<file path="config.mk">
export PLATFORM = sky130hd
export DESIGN_NAME = regfile_dumper
export DESIGN_NICKNAME = d
export VERILOG_FILES = /design/src/rtl/mips_dbg_pkg.sv /design/src/rtl/dbg_tx_slot.sv /design/src/rtl/regfile_dumper.sv
export SDC_FILE = /design/constraint.sdc
export NUM_CORES = 1
export LEC_CHECK = 0
export BUFFER_PORTS_ARGS = -buffer_cell sky130_fd_sc_hd__buf_2
export CAP_MARGIN = 10
export CORE_ASPECT_RATIO = 1.4
export CORE_UTILIZATION = 48
export CTS_CLUSTER_DIAMETER = 150
export DETAILED_ROUTE_END_ITERATION = 6
export PLACE_DENSITY = 0.8
export SLEW_MARGIN = 20
export SYNTH_ARGS = -nofsm -noshare
export SYNTH_HDL_FRONTEND = slang
export SYNTH_SLANG_ARGS = --single-unit
export TNS_END_PERCENT = 10
</file>
<file path="constraint.sdc">
create_clock -name clk -period 6.31 [get_ports clk]
set_input_delay 0.3155 -clock clk [delete_from_list [all_inputs] [get_ports clk]]
set_output_delay 0.3155 -clock clk [all_outputs]
set_load 0.01 [all_outputs]
</file>
<file path="src/rtl/mips_dbg_pkg.sv">
// Shared definitions for the MIPS debug readback path: frame header,
// dump FSM state encoding and a bytes-per-register helper.
package mips_dbg_pkg;

    localparam logic [7:0] DBG_HDR    = 8'hA5;
    localparam int         DBG_BYTE_W = 8;

    typedef enum logic [2:0] {
        ST_IDLE    = 3'd0,
        ST_HOLD    = 3'd1,
        ST_HDR     = 3'd2,
        ST_CAPTURE = 3'd3,
        ST_SEND    = 3'd4,
        ST_CSUM    = 3'd5,
        ST_DONE    = 3'd6
    } dbg_state_t;

    function automatic int dbg_bytes_per_reg(input int data_w);
        return data_w / DBG_BYTE_W;
    endfunction

endpackage

</file>
<file path="src/rtl/dbg_tx_slot.sv">
// One-entry output holding register for the debug byte stream. Once a byte
// is presented it stays put until the sink takes it.
module dbg_tx_slot (
    input  logic       clk,
    input  logic       reset,
    input  logic       i_load,
    input  logic [7:0] i_data,
    input  logic       i_ready,
    output logic [7:0] o_data,
    output logic       o_valid,
    output logic       o_free
);

    logic [7:0] r_data;
    logic       r_valid;

    // Free when empty or when the held byte transfers on this edge.
    assign o_free  = !r_valid || i_ready;
    assign o_data  = r_data;
    assign o_valid = r_valid;

    always_ff @(posedge clk) begin
        if (reset) begin
            r_data  <= 8'h00;
            r_valid <= 1'b0;
        end else if (i_load) begin
            r_data  <= i_data;
            r_valid <= 1'b1;
        end else if (r_valid && i_ready) begin
            r_valid <= 1'b0;
        end
    end

endmodule

</file>
<file path="src/rtl/regfile_dumper.sv">
// Debug readback engine: stalls the core, reads every register through a
// dedicated read port and streams a framed, XOR-checksummed byte dump.
module regfile_dumper
    import mips_dbg_pkg::*;
#(
    parameter int NUM_REGS = 32,
    parameter int ADDR_W   = 5,
    parameter int DATA_W   = 32,
    parameter int HOLD_CYC = 4
) (
    input  logic              clk,
    input  logic              reset,
    input  logic              dump_req,
    output logic              busy,
    output logic              done,
    output logic              cpu_hold,
    output logic [ADDR_W-1:0] rf_raddr,
    input  logic [DATA_W-1:0] rf_rdata,
    output logic [7:0]        tx_data,
    output logic              tx_valid,
    input  logic              tx_ready
);

    localparam int BYTES  = dbg_bytes_per_reg(DATA_W);
    localparam int BCNT_W = $clog2(BYTES + 1);
    localparam int HCNT_W = (HOLD_CYC > 1) ? $clog2(HOLD_CYC) : 1;

    dbg_state_t          r_state;
    logic [HCNT_W-1:0]   r_hcnt;
    logic [ADDR_W-1:0]   r_k;
    logic [BCNT_W-1:0]   r_bcnt;
    logic [DATA_W-1:0]   r_shift;
    logic [7:0]          r_csum;

    logic                w_xfer;
    logic                w_slot_free;
    logic                w_load_req;
    logic                w_load;
    logic [7:0]          w_load_data;
    logic [7:0]          w_csum_next;
    logic                w_last_reg;

    assign w_xfer      = tx_valid && tx_ready;
    assign w_csum_next = r_csum ^ tx_data;
    assign w_last_reg  = (r_k == ADDR_W'(NUM_REGS - 1));
    assign w_load      = w_load_req && w_slot_free;

    assign busy     = (r_state != ST_IDLE) && (r_state != ST_DONE);
    assign cpu_hold = busy;
    assign done     = (r_state == ST_DONE);
    assign rf_raddr = r_k;

    // Byte to present next; the checksum byte already folds in the last data byte.
    always_comb begin
        w_load_req  = 1'b0;
        w_load_data = 8'h00;
        case (r_state)
            ST_HOLD: begin
                if (r_hcnt == '0) begin
                    w_load_req  = 1'b1;
                    w_load_data = DBG_HDR;
                end
            end
            ST_CAPTURE: begin
                w_load_req  = 1'b1;
                w_load_data = 8'(r_k);
            end
            ST_SEND: begin
                if (w_xfer) begin
                    if (r_bcnt != '0) begin
                        w_load_req  = 1'b1;
                        w_load_data = r_shift[DATA_W-1 -: 8];
                    end else if (w_last_reg) begin
                        w_load_req  = 1'b1;
                        w_load_data = w_csum_next;
                    end
                end
            end
            default: begin
                w_load_req  = 1'b0;
                w_load_data = 8'h00;
            end
        endcase
    end

    always_ff @(posedge clk) begin
        if (reset) begin
            r_state <= ST_IDLE;
            r_hcnt  <= '0;
            r_k     <= '0;
            r_bcnt  <= '0;
            r_shift <= '0;
            r_csum  <= 8'h00;
        end else begin
            case (r_state)
                ST_IDLE: begin
                    if (dump_req) begin
                        r_state <= ST_HOLD;
                        r_hcnt  <= HCNT_W'(HOLD_CYC - 1);
                    end
                end
                ST_HOLD: begin
                    if (r_hcnt == '0) begin
                        r_state <= ST_HDR;
                        r_csum  <= 8'h00;
                    end else begin
                        r_hcnt <= r_hcnt - HCNT_W'(1);
                    end
                end
                ST_HDR: begin
                    if (w_xfer) begin
                        r_k     <= '0;
                        r_state <= ST_CAPTURE;
                    end
                end
                ST_CAPTURE: begin
                    r_shift <= rf_rdata;
                    r_bcnt  <= BCNT_W'(BYTES);
                    r_state <= ST_SEND;
                end
                ST_SEND: begin
                    if (w_xfer) begin
                        r_csum <= w_csum_next;
                        if (r_bcnt != '0) begin
                            r_shift <= r_shift << 8;
                            r_bcnt  <= r_bcnt - BCNT_W'(1);
                        end else if (w_last_reg) begin
                            r_state <= ST_CSUM;
                        end else begin
                            r_k     <= r_k + ADDR_W'(1);
                            r_state <= ST_CAPTURE;
                        end
                    end
                end
                ST_CSUM: begin
                    if (w_xfer) begin
                        r_state <= ST_DONE;
                    end
                end
                ST_DONE: begin
                    r_k     <= '0;
                    r_state <= ST_IDLE;
                end
                default: begin
                    r_state <= ST_IDLE;
                end
            endcase
        end
    end

    dbg_tx_slot u_tx_slot (
        .clk     (clk),
        .reset   (reset),
        .i_load  (w_load),
        .i_data  (w_load_data),
        .i_ready (tx_ready),
        .o_data  (tx_data),
        .o_valid (tx_valid),
        .o_free  (w_slot_free)
    );

endmodule

</file>
==> results.yml, run 1 <==
run_status:
  run_status: "finished, final reports clean"
sta:
  fmax_ghz: 0.378
  grt_setup_unrepaired: "no"
  final-hold-violation-count: 0
  holdWs_ns: 0.202
  min_period_over_period: 0.419
  maxSlewHeadroom: 0.370
  finClkSkew_ns: 0.00376
  setup_tns_ns: 0
  number_of_setup_violations_in_the_final_report: 0
  maxSlewViolCount: 0
  finalCriticalPeriod_ns: 2.64
  worstMarginPinSlew_ns: 0.945
route:
  drt_iter0_markers: 249
  remaining_drc_errors: 0
  finalWirelength_mm: 7.96
  num_vias: 3030
  drt_pre_antenna_iters: 4
  vias_per_cell: 5.91
  detail-route-antenna-nets: 0
  post_drt_wl_per_cell_um: 15.5
final_layout:
  antennaDiodeCount: 0
  layout-drive-gt1-share: 0.182
  fillers: 619
  mostFrequentLayoutCell: "sky130_fd_sc_hd__nand2_1"
  finalNetCount: 476
  layout.cells.most_common_list: "73 x sky130_fd_sc_hd__nand2_1, 62 x sky130_fd_sc_hd__dfxtp_1, 58 x sky130_fd_sc_hd__a21oi_1"
  layout-area-overhead-vs-synth_pct: 13.1
logic_synthesis:
  postSynthCellCount: 404
  synth_simple_gate_area_frac: 0.217
  post_synth_edffs: 0
  yosys-top-cells-area: "sky130_fd_sc_hd__dfxtp_1 38%, sky130_fd_sc_hd__a21oi_1 8.9%, sky130_fd_sc_hd__nand2_1 8.4%"
  yosysWarnings: 0
  yosysUniqueCellTypes: 49
  synth_adder_area_share: 0.0231
  syn_area_sq_mm: 0.00325
  yosys-mux-area-fraction: 0.0192
  xor_xnor_fraction_of_synth_area: 0.0242
  main_combinational_cell_family_by_area_after_synthesis: "compound AO/OA/AOI/OAI gates"
  mappedNetlistNets: 446
  syn-mean-instance-area_sq_um: 8.05
  synth_sequential_area_ratio: 0.382
  async_flop_share: 0
  synth.top_cell.area_share: 0.382
  compound_gate_fraction_of_synth_area: 0.280
  synth-main-ff-cell: "sky130_fd_sc_hd__dfxtp_1"
  yosys_register_bits: 62
  netlist.top_cell.by_area: "sky130_fd_sc_hd__dfxtp_1"
critical_path:
  timing.rr.end: "r_shift[11]"
  crit_path_max_incr_delay_ns: 0.80
  timing_worst_setup_path_type: "flip-flop to flip-flop"
  r2r.worst_path.cells: 5
  crit_path_end_kind: "flip-flop"
  crit_family: "compound AO/OA/AOI/OAI gates"
  critPathBufInv: 1
  startpoint: "r_state[2]"
  cpMaxStageDelayCell: "sky130_fd_sc_hd__o21ai_2"
  regToRegStartpoint: "r_state[2]"
  path_cells: "or3b_1 -> buf_4 -> o21ai_2 -> a21oi_1 -> a311oi_1"
  crit_path_max_fanout: 38
  timing.reg2reg.setup_slack_ns: 3.67
  cp.arrival_ns: 2.89
  startpoint_type: "flip-flop"
  critPathRequiredTime_ns: 6.56
power:
  leakage_nw: 1.36
  share_of_total_power_in_the_clock_network: 0.397
  power.density_cell_area_mw_per_mm2: 242
  cellInternalPower_mw: 0.657
  combinationalPowerShare: 0.123
  seq_power_share: 0.480
  switching_power_mw: 0.233
  worst_ir_drop_vdd_mv: 0.156
  power.share.switching: 0.262
cts:
  cts.repair.resized: 0
  cts_sinks: 62
  cts_hold_repair.buffers: 0
  clk_path_buf_depth: 2
  worst_skew_pair.late_latency_ns: 0.35
  post-cts-setup-buffer-count: 0
  tritoncts: "built"
  path_clk_slew_ns: 0.07
  cts-buffers-inserted: 9
  cts_root_buf: "sky130_fd_sc_hd__clkbuf_8"
  h-tree-depth: 3
min_path:
  whs_endpoint: "r_shift[6]"
  start_point_of_the_worst_min_delay_path: "rf_rdata[6]"
  worst_min_path_class: "input pin to flip-flop"
  hold_path_depth: 3
floorplanning:
  fp.dieArea_sq_mm: 0.00711
  ioPinCount: 53
  fp.dieW_um: 71.6
  floorplan.rows: 35
  chipHeight_um: 99.4
  initial_core_util: 0.495
  area_of_the_core_sq_mm: 0.00657
placement:
  numPortBuffers: 52
  gp_congestion: 0.821
  dpl.hpwl_mm: 5.27
grt:
  grt_antenna_before_repair: 0
  total_congestion_overflow_after_global_routing: 0
  globalRouteTotalUtil: 0.230
  grt_pass1_vias: 2804
  grt_max_degree: 69
  grt_first_pass_wirelength_mm: 12.8
run:
  timing.max_cap.violations: 0
[cells in the mapped netlist (all sizes together) (2+ instances only)]
cell type / instances
and3: 2
nand2: 73
o21ai: 21
o2bb2ai: 2
inv: 5
o31ai: 2
a21o: 5
mux2: 2
nor2b: 2
a311oi: 30
mux2i: 4
nand2b: 9
a211oi: 6
buf: 9
a21oi: 58
or3b: 3
a221oi: 3
nand3b: 12
nor4bb: 2
nor3: 10
nor3b: 3
xnor2: 2
o21a: 2
ha: 6
nand3: 7
dfxtp: 62
clkbuf: 27
xor2: 7
o32ai: 2
nor2: 11
and2: 3
[cells by family after synthesis]
logic type,count (synthesis)
AO/OA/AOI/OAI,138
XOR/XNOR,9
adder cells (fa/ha/maj),6
buffers and inverters,41
flip-flops,62
multiplexers,6
AND/OR/NAND/NOR,142
[through the flow]
stage	instance area [sq um]	std cells	power (mW)	setup slack [ns]	utilization
finish	3680	513	0.890	3.67	0.560
detailed placement	3480	497	0.545	3.72	0.529
global route	3680	513	0.921	3.46	0.560
CTS	3680	513	0.894	3.69	0.560
floorplan	3250	404	0.511	4.22	-
global placement	3480	497	0.540	3.80	0.529
[routing by layer]
metal / vias up / global-route usage / share of wire
li1: 1529 / - / -
met1: 1397 / 0.265 / 0.42
met2: 84 / 0.387 / 0.50
met3: 20 / 0.0517 / 0.044
met4: 0 / 0.134 / 0.034
met5: - / 0 / 0
[registers in the layout, summed over array words and instances (netlist names)]
name / flops
r_shift: 32
r_csum: 8
u_tx_slot.o_data: 8
rf_raddr: 5
r_bcnt: 3
r_state: 3
r_hcnt: 2
u_tx_slot.o_valid: 1
[power by group through the flow]
stage               registers [mW]  clock network [mW]  logic, mW
CTS                          0.427               0.357      0.110
floorplan                    0.429                   0     0.0822
global placement             0.435                   0      0.106
finish                       0.427               0.354      0.110
detailed placement           0.436                   0      0.109
global route                 0.430               0.371      0.121
[tightest hold or removal path: cells and delay by family]
family          cells  cell delay, ns
simple gates        1            0.04
buf+inv             1            0.09
compound gates      1            0.05
[worst max path at each step]
| stage | to | cells after the start | slack (ns) |
|---|---|---|---|
| floorplan | u_tx_slot.o_data[5] | 8 | 4.22 |
| global placement | r_shift[31] | 6 | 3.80 |
| detailed placement | r_shift[18] | 5 | 3.72 |
| CTS | r_shift[11] | 5 | 3.69 |
| global route | r_shift[17] | 6 | 3.46 |
| finish | r_shift[11] | 5 | 3.67 |
[area by class of cell]
class	count	area (sq um)	area share
inverter	5	18.8	0.00510
timing repair buffer	55	285	0.0776
sequential	62	1240	0.337
tap	74	92.6	0.0252
multi-input combinational	301	1840	0.500
clock buffer	12	155	0.0422
clock inverter	4	45.0	0.0122
Note: power is estimated with default switching activity, not from simulation.
==> run 2, diff against run 1 <==
- ABC_AREA: unset -> 1
- clock period: 6.31 -> 2.75 ns (I/O delays scaled with it)
==> run 2 against run 1 <==
  * Clock power up 120%
  * Non-clock buffer count down 2
  * Worst setup slack worse by 3.0 ns
  * Register-to-register slack worse by 3.0 ns
  * Flip-flop and latch count unchanged
  * Total power rose to 3.4 times the previous value
  * Hold slack worse by 0.16 ns
  * Die area down 0.41%
  * Area after synthesis down 0.42%
  * Highest routed layer unchanged
==> results.yml, run 2 <==
run_status:
  run_status: "finished, final reports clean"
final_layout:
  fillers: 674
  max_ffs_per_register: 32
  sequential_cell_area_sq_mm: 0.00124
  finalNetCount: 586
  fin_util: 0.554
  layout-area-overhead-vs-synth_pct: 12.4
  antennaDiodeCount: 0
  layout-drive-gt1-share: 0.148
  multi_input_area_sq_mm: 0.00168
  mostFrequentLayoutCell: "sky130_fd_sc_hd__nand2_1"
  layout.cells.most_common_list: "176 x sky130_fd_sc_hd__nand2_1, 66 x sky130_fd_sc_hd__nor2_1, 62 x sky130_fd_sc_hd__dfxtp_1"
  largest-register: "r_shift"
route:
  remaining_drc_errors: 0
  post_drt_wl_per_cell_um: 11.6
  num_vias: 3097
  drt_iter0_markers: 175
  drt_pre_antenna_iters: 4
  finalWirelength_mm: 7.23
  vias_per_cell: 4.97
  detail-route-antenna-nets: 0
cts:
  clk_path_buf_depth: 2
  cts_hold_repair.buffers: 0
  cts_sinks: 62
  cts_root_buf: "sky130_fd_sc_hd__clkbuf_8"
  tritoncts: "built"
  cts-buffers-inserted: 9
  worst_skew_pair.late_latency_ns: 0.35
  post-cts-setup-buffer-count: 0
  h-tree-depth: 3
  path_clk_slew_ns: 0.06
  cts.repair.resized: 0
logic_synthesis:
  yosys-top-cells-area: "sky130_fd_sc_hd__dfxtp_1 38%, sky130_fd_sc_hd__nand2_1 20%, sky130_fd_sc_hd__nor2_1 7.6%"
  yosys.cell_count.top_type: "sky130_fd_sc_hd__nand2_1"
  yosysWarnings: 0
  mappedNetlistNets: 545
  yosys_register_bits: 62
  yosysUniqueCellTypes: 27
  synth.top_cell.area_share: 0.383
  synth-main-ff-cell: "sky130_fd_sc_hd__dfxtp_1"
  syn_area_sq_mm: 0.00324
  netlist.top_cell.by_area: "sky130_fd_sc_hd__dfxtp_1"
  postSynthCellCount: 503
  synth_sequential_area_ratio: 0.383
  synth_common_cells: "176 x sky130_fd_sc_hd__nand2_1, 66 x sky130_fd_sc_hd__nor2_1, 62 x sky130_fd_sc_hd__dfxtp_1"
  async_flop_share: 0
  syn-mean-instance-area_sq_um: 6.44
  post_synth_edffs: 0
critical_path:
  critPathRequiredTime_ns: 2.97
  r2r.worst_path.cells: 7
  cp.arrival_ns: 2.27
  startpoint: "r_state[0]"
  path_cells: "nor2_4 -> nand2_4 -> inv_1 -> nand2_1 -> nand2_1 -> o21ai_0 -> a21oi_1"
  crit_path_max_incr_delay_ns: 0.61
  path_common_cell: "sky130_fd_sc_hd__nand2_1"
  timing.rr.end: "r_shift[13]"
  timing.reg2reg.setup_slack_ns: 0.70
  critical_path.endpoint: "r_shift[13]"
  cpMaxStageDelayCell: "sky130_fd_sc_hd__dfxtp_1"
  timing_worst_setup_path_type: "flip-flop to flip-flop"
  regToRegStartpoint: "r_state[0]"
  startpoint_type: "flip-flop"
  crit_path_max_fanout: 41
  crit_path_end_kind: "flip-flop"
grt:
  grt_first_pass_wirelength_mm: 12.1
  grt_max_degree: 42
  grt_antenna_before_repair: 0
  globalRouteTotalUtil: 0.220
  total_congestion_overflow_after_global_routing: 0
  grt_pass1_vias: 2881
floorplanning:
  fp.dieArea_sq_mm: 0.00709
  initial_core_util: 0.493
  area_of_the_core_sq_mm: 0.00657
  chipHeight_um: 99.2
  ioPinCount: 53
  floorplan.rows: 35
  fp.dieW_um: 71.4
sta:
  maxSlewHeadroom: 0.319
  min_period_over_period: 0.746
  worstMarginPinSlew_ns: 1.02
  grt_setup_unrepaired: "no"
  finClkSkew_ns: 0.0101
  final-hold-violation-count: 0
  maxSlewViolCount: 0
  fmax_ghz: 0.487
  number_of_setup_violations_in_the_final_report: 0
  finalCriticalPeriod_ns: 2.05
  setup_tns_ns: 0
placement:
  numPortBuffers: 52
  dpl.hpwl_mm: 4.98
  gp_congestion: 0.922
power:
  worst_ir_drop_vdd_mv: 0.335
  power.density_cell_area_mw_per_mm2: 839
  total_power_mw: 3.05
  leakage_nw: 1.75
min_path:
  worst_min_path_class: "input pin to flip-flop"
run:
  timing.max_cap.violations: 0
## run 2: changes by cell type in the layout (fill, tap and decap cells not counted), moves of 10 or more
cell | previous run | this run
sky130_fd_sc_hd__inv_1 | 5 | 44
sky130_fd_sc_hd__o21ai_0 | 20 | 42
sky130_fd_sc_hd__a21oi_1 | 58 | 39
sky130_fd_sc_hd__nand3_1 | 7 | 17
sky130_fd_sc_hd__nand2_1 | 73 | 176
sky130_fd_sc_hd__a311oi_1 | 30 | 0
sky130_fd_sc_hd__nor2_1 | 10 | 66
## run 2: per-stage QoR
stage	hold WS, ns	setup slack [ns]	instances	area (sq um)
global route	0.0324	0.492	623	3640
global placement	0.392	0.740	607	3460
CTS	0.0249	0.708	623	3640
finish	0.0437	0.697	623	3640
floorplan	0.207	1.05	503	3240
detailed placement	0.395	0.723	607	3460
## run 2: where the power goes
group	internal, mW	switching, mW
combinational	0.374	0.703
clock	0.412	0.351
sequential	1.07	0.140
## run 2: how the worst min path moves through the flow
| stage | startpoint | cells past startpoint | end |
|---|---|---|---|
| 2_1_floorplan | reset | 1 | rf_raddr[0] |
| 3_3_place_gp | rf_rdata[5] | 3 | r_shift[5] |
| 3_5_place_dp | rf_rdata[0] | 3 | r_shift[0] |
| 4_1_cts | rf_rdata[0] | 3 | r_shift[0] |
| 5_1_grt | rf_rdata[2] | 3 | r_shift[2] |
| 6_report | rf_rdata[3] | 3 | r_shift[3] |
## run 2: final cells by class
cell class,instances,area share
multi-input combinational,370,0.461
sequential,62,0.341
timing repair buffer,53,0.0736
inverter,48,0.0495
clock buffer,11,0.0361
tap,74,0.0254
clock inverter,5,0.0138
## run 2: cells by family after synthesis
kind of cell	synth area share
AO/OA/AOI/OAI	0.127
XOR/XNOR	0.0135
adder cells (fa/ha/maj)	0.0232
buffers and inverters	0.0993
flip-flops	0.383
AND/OR/NAND/NOR	0.353
## run 2: routing by layer
layer / global-route usage / vias to the layer above / part of all wire
met2: 0.387 / 88 / 0.51
met3: 0.0578 / 11 / 0.047
met1: 0.238 / 1354 / 0.43
li1: - / 1644 / -
met4: 0.115 / 0 / 0.017
met5: 0 / - / 0
## run 2: worst max-delay path, delay by kind of cell, from the launching register on
family	cells	cell delay, ns
AO/OA/AOI/OAI	2	0.28
AND/OR/NAND/NOR	4	0.66
flip-flops	1	0.61
buffers and inverters	1	0.36
==> run 3, diff against run 2 <==
- clock period: 2.75 -> 2.1 ns (I/O delays scaled with it)
==> run 3 against run 2 <==
  * Largest power group unchanged
  * Sequential share of layout area is 0.92 points lower
  * Design area up 2.8%
  * Global-route usage increased by 0.56 points
  * Worst setup slack worse by 0.35 ns
  * Die area unchanged
  * Total power is 34% higher
  * Via count rose by 2.0%
  * Core utilization grew 1.5 points
==> results.yml, run 3 (same netlist as run 2, synthesis figures left out) <==
min_path:
  worst_min_path_class: "input pin to flip-flop"
  start_point_of_the_worst_min_delay_path: "rf_rdata[7]"
critical_path:
  crit_path_max_fanout: 7
  startpoint_type: "flip-flop"
  timing_worst_setup_path_type: "flip-flop to flip-flop"
  crit_path_end_kind: "flip-flop"
  regToRegStartpoint: "rf_raddr[1]"
  startpoint: "rf_raddr[1]"
  cp.arrival_ns: 2.04
  critPathRequiredTime_ns: 2.39
placement:
  post_dp_cell_area_sq_mm: 0.00352
  dpl.hpwl_mm: 5.12
  numPortBuffers: 52
  gp_congestion: 0.912
route:
  finalWirelength_mm: 7.37
  num_vias: 3160
  detail-route-antenna-nets: 0
  remaining_drc_errors: 0
  drt_iter0_markers: 211
  vias_per_cell: 4.99
  post_drt_wl_per_cell_um: 11.6
  drt_pre_antenna_iters: 5
final_layout:
  mostFrequentLayoutCell: "sky130_fd_sc_hd__nand2_1"
  antennaDiodeCount: 0
  layout-area-overhead-vs-synth_pct: 15.5
  design_area_sq_mm: 0.00374
  finalNetCount: 596
  largest-register: "r_shift"
  layout.cells.most_common_list: "176 x sky130_fd_sc_hd__nand2_1, 65 x sky130_fd_sc_hd__nor2_1, 62 x sky130_fd_sc_hd__dfxtp_1"
  layout-drive-gt1-share: 0.163
  max_ffs_per_register: 32
floorplanning:
  fp.dieW_um: 71.4
  initial_core_util: 0.493
  chipHeight_um: 99.2
  area_of_the_core_sq_mm: 0.00657
  ioPinCount: 53
  fp.dieArea_sq_mm: 0.00709
  floorplan.rows: 35
cts:
  cts-buffers-inserted: 9
  worst_skew_pair.late_latency_ns: 0.34
  h-tree-depth: 3
  path_clk_slew_ns: 0.06
  tritoncts: "built"
  cts_sinks: 62
  clk_path_buf_depth: 2
  cts_root_buf: "sky130_fd_sc_hd__clkbuf_8"
sta:
  setup_tns_ns: 0
  holdWs_ns: 0.00741
  min_period_over_period: 0.837
  grt_setup_unrepaired: "no"
  finClkSkew_ns: 0.00601
  finalCriticalPeriod_ns: 1.76
  final-hold-violation-count: 0
  worstMarginPinSlew_ns: 0.505
  fmax_ghz: 0.569
  maxSlewHeadroom: 0.663
  number_of_setup_violations_in_the_final_report: 0
  maxSlewViolCount: 0
power:
  power.share.switching: 0.384
  cellInternalPower_mw: 2.53
  worst_ir_drop_vdd_mv: 0.527
  leakage_nw: 1.81
  switching_power_mw: 1.58
  combinationalPowerShare: 0.358
  share_of_total_power_in_the_clock_network: 0.259
  seq_power_share: 0.383
  total_power_mw: 4.11
  power.density_cell_area_mw_per_mm2: 1100
run:
  timing.max_cap.violations: 0
grt:
  grt_first_pass_wirelength_mm: 12.6
  grt_pass1_vias: 2990
  grt_antenna_before_repair: 0
  grt_max_degree: 39
  globalRouteTotalUtil: 0.225
  total_congestion_overflow_after_global_routing: 0
run_status:
  run_status: "finished, final reports clean"
==> run 3: cell types whose count changed in the layout (fill, tap and decap cells not counted), sizes merged <==
cell,previous run,this run
clkbuf,11,12
clkinv,4,3
dlygate4sd3,0,2
buf,53,61
==> run 3: metal layers <==
layer / track usage / part of all wire
met2: 0.411 / 0.52
met4: 0.115 / 0.015
met1: 0.237 / 0.41
met3: 0.0517 / 0.056
met5: 0 / 0
==> run 3: power by group through the flow <==
stage          registers (mW)  clock network (mW)  logic, mW
3_3_place_gp             1.59                   0       1.43
2_1_floorplan            1.58                   0       1.14
5_1_grt                  1.60                1.13       1.68
6_report                 1.57                1.06       1.47
4_1_cts                  1.57                1.08       1.47
3_5_place_dp             1.60                   0       1.45
==> run 3: final cells by class <==
| cell class | instances | area (sq um) |
|---|---|---|
| fill | 652 | 2830 |
| multi-input combinational | 370 | 1680 |
| clock buffer | 12 | 155 |
| sequential | 62 | 1240 |
| tap | 74 | 92.6 |
| clock inverter | 4 | 45.0 |
| inverter | 48 | 180 |
| timing repair buffer | 63 | 348 |
==> run 3: critical path, cell delays in order (launching register included) <==
cell and delay, ns:
sky130_fd_sc_hd__dfxtp_1 0.39, sky130_fd_sc_hd__ha_1 0.19, sky130_fd_sc_hd__nand2_1 0.07, sky130_fd_sc_hd__nor2_1 0.14, sky130_fd_sc_hd__ha_1 0.16, sky130_fd_sc_hd__inv_1 0.07
sky130_fd_sc_hd__nor2_2 0.27, sky130_fd_sc_hd__nand2_1 0.09, sky130_fd_sc_hd__nand2_1 0.07, sky130_fd_sc_hd__nand2_1 0.05, sky130_fd_sc_hd__o21ai_0 0.07, sky130_fd_sc_hd__nor2_1 0.06
sky130_fd_sc_hd__nor2_1 0.07
==> run 3: path summary, 6_finish.rpt <==
path	end	slack (ns)	cells after the start
worst max-delay path	u_tx_slot.o_data[4]	0.34	12
worst min-delay path	r_shift[7]	0.007	3
worst max register to register	u_tx_slot.o_data[4]	0.34	12
worst min register to register	r_shift[19]	0.45	2
==> run 3: what timing repair did <==
item,in CTS,in global routing
setup buffers,0,0
endpoints found under the hold margin,2,0
hold buffers,2,0
gates resized for setup,0,1
setup endpoints to repair,0,2
==> run 3: stage by stage <==
| step | setup WS, ns | utilization | std cells |
|---|---|---|---|
| finish | 0.343 | 0.570 | 633 |
| global route | 0.0548 | 0.570 | 633 |
| CTS | 0.234 | 0.569 | 633 |
| detailed placement | 0.263 | 0.536 | 615 |
| global placement | 0.340 | 0.536 | 615 |
| floorplan | 0.399 | - | 503 |
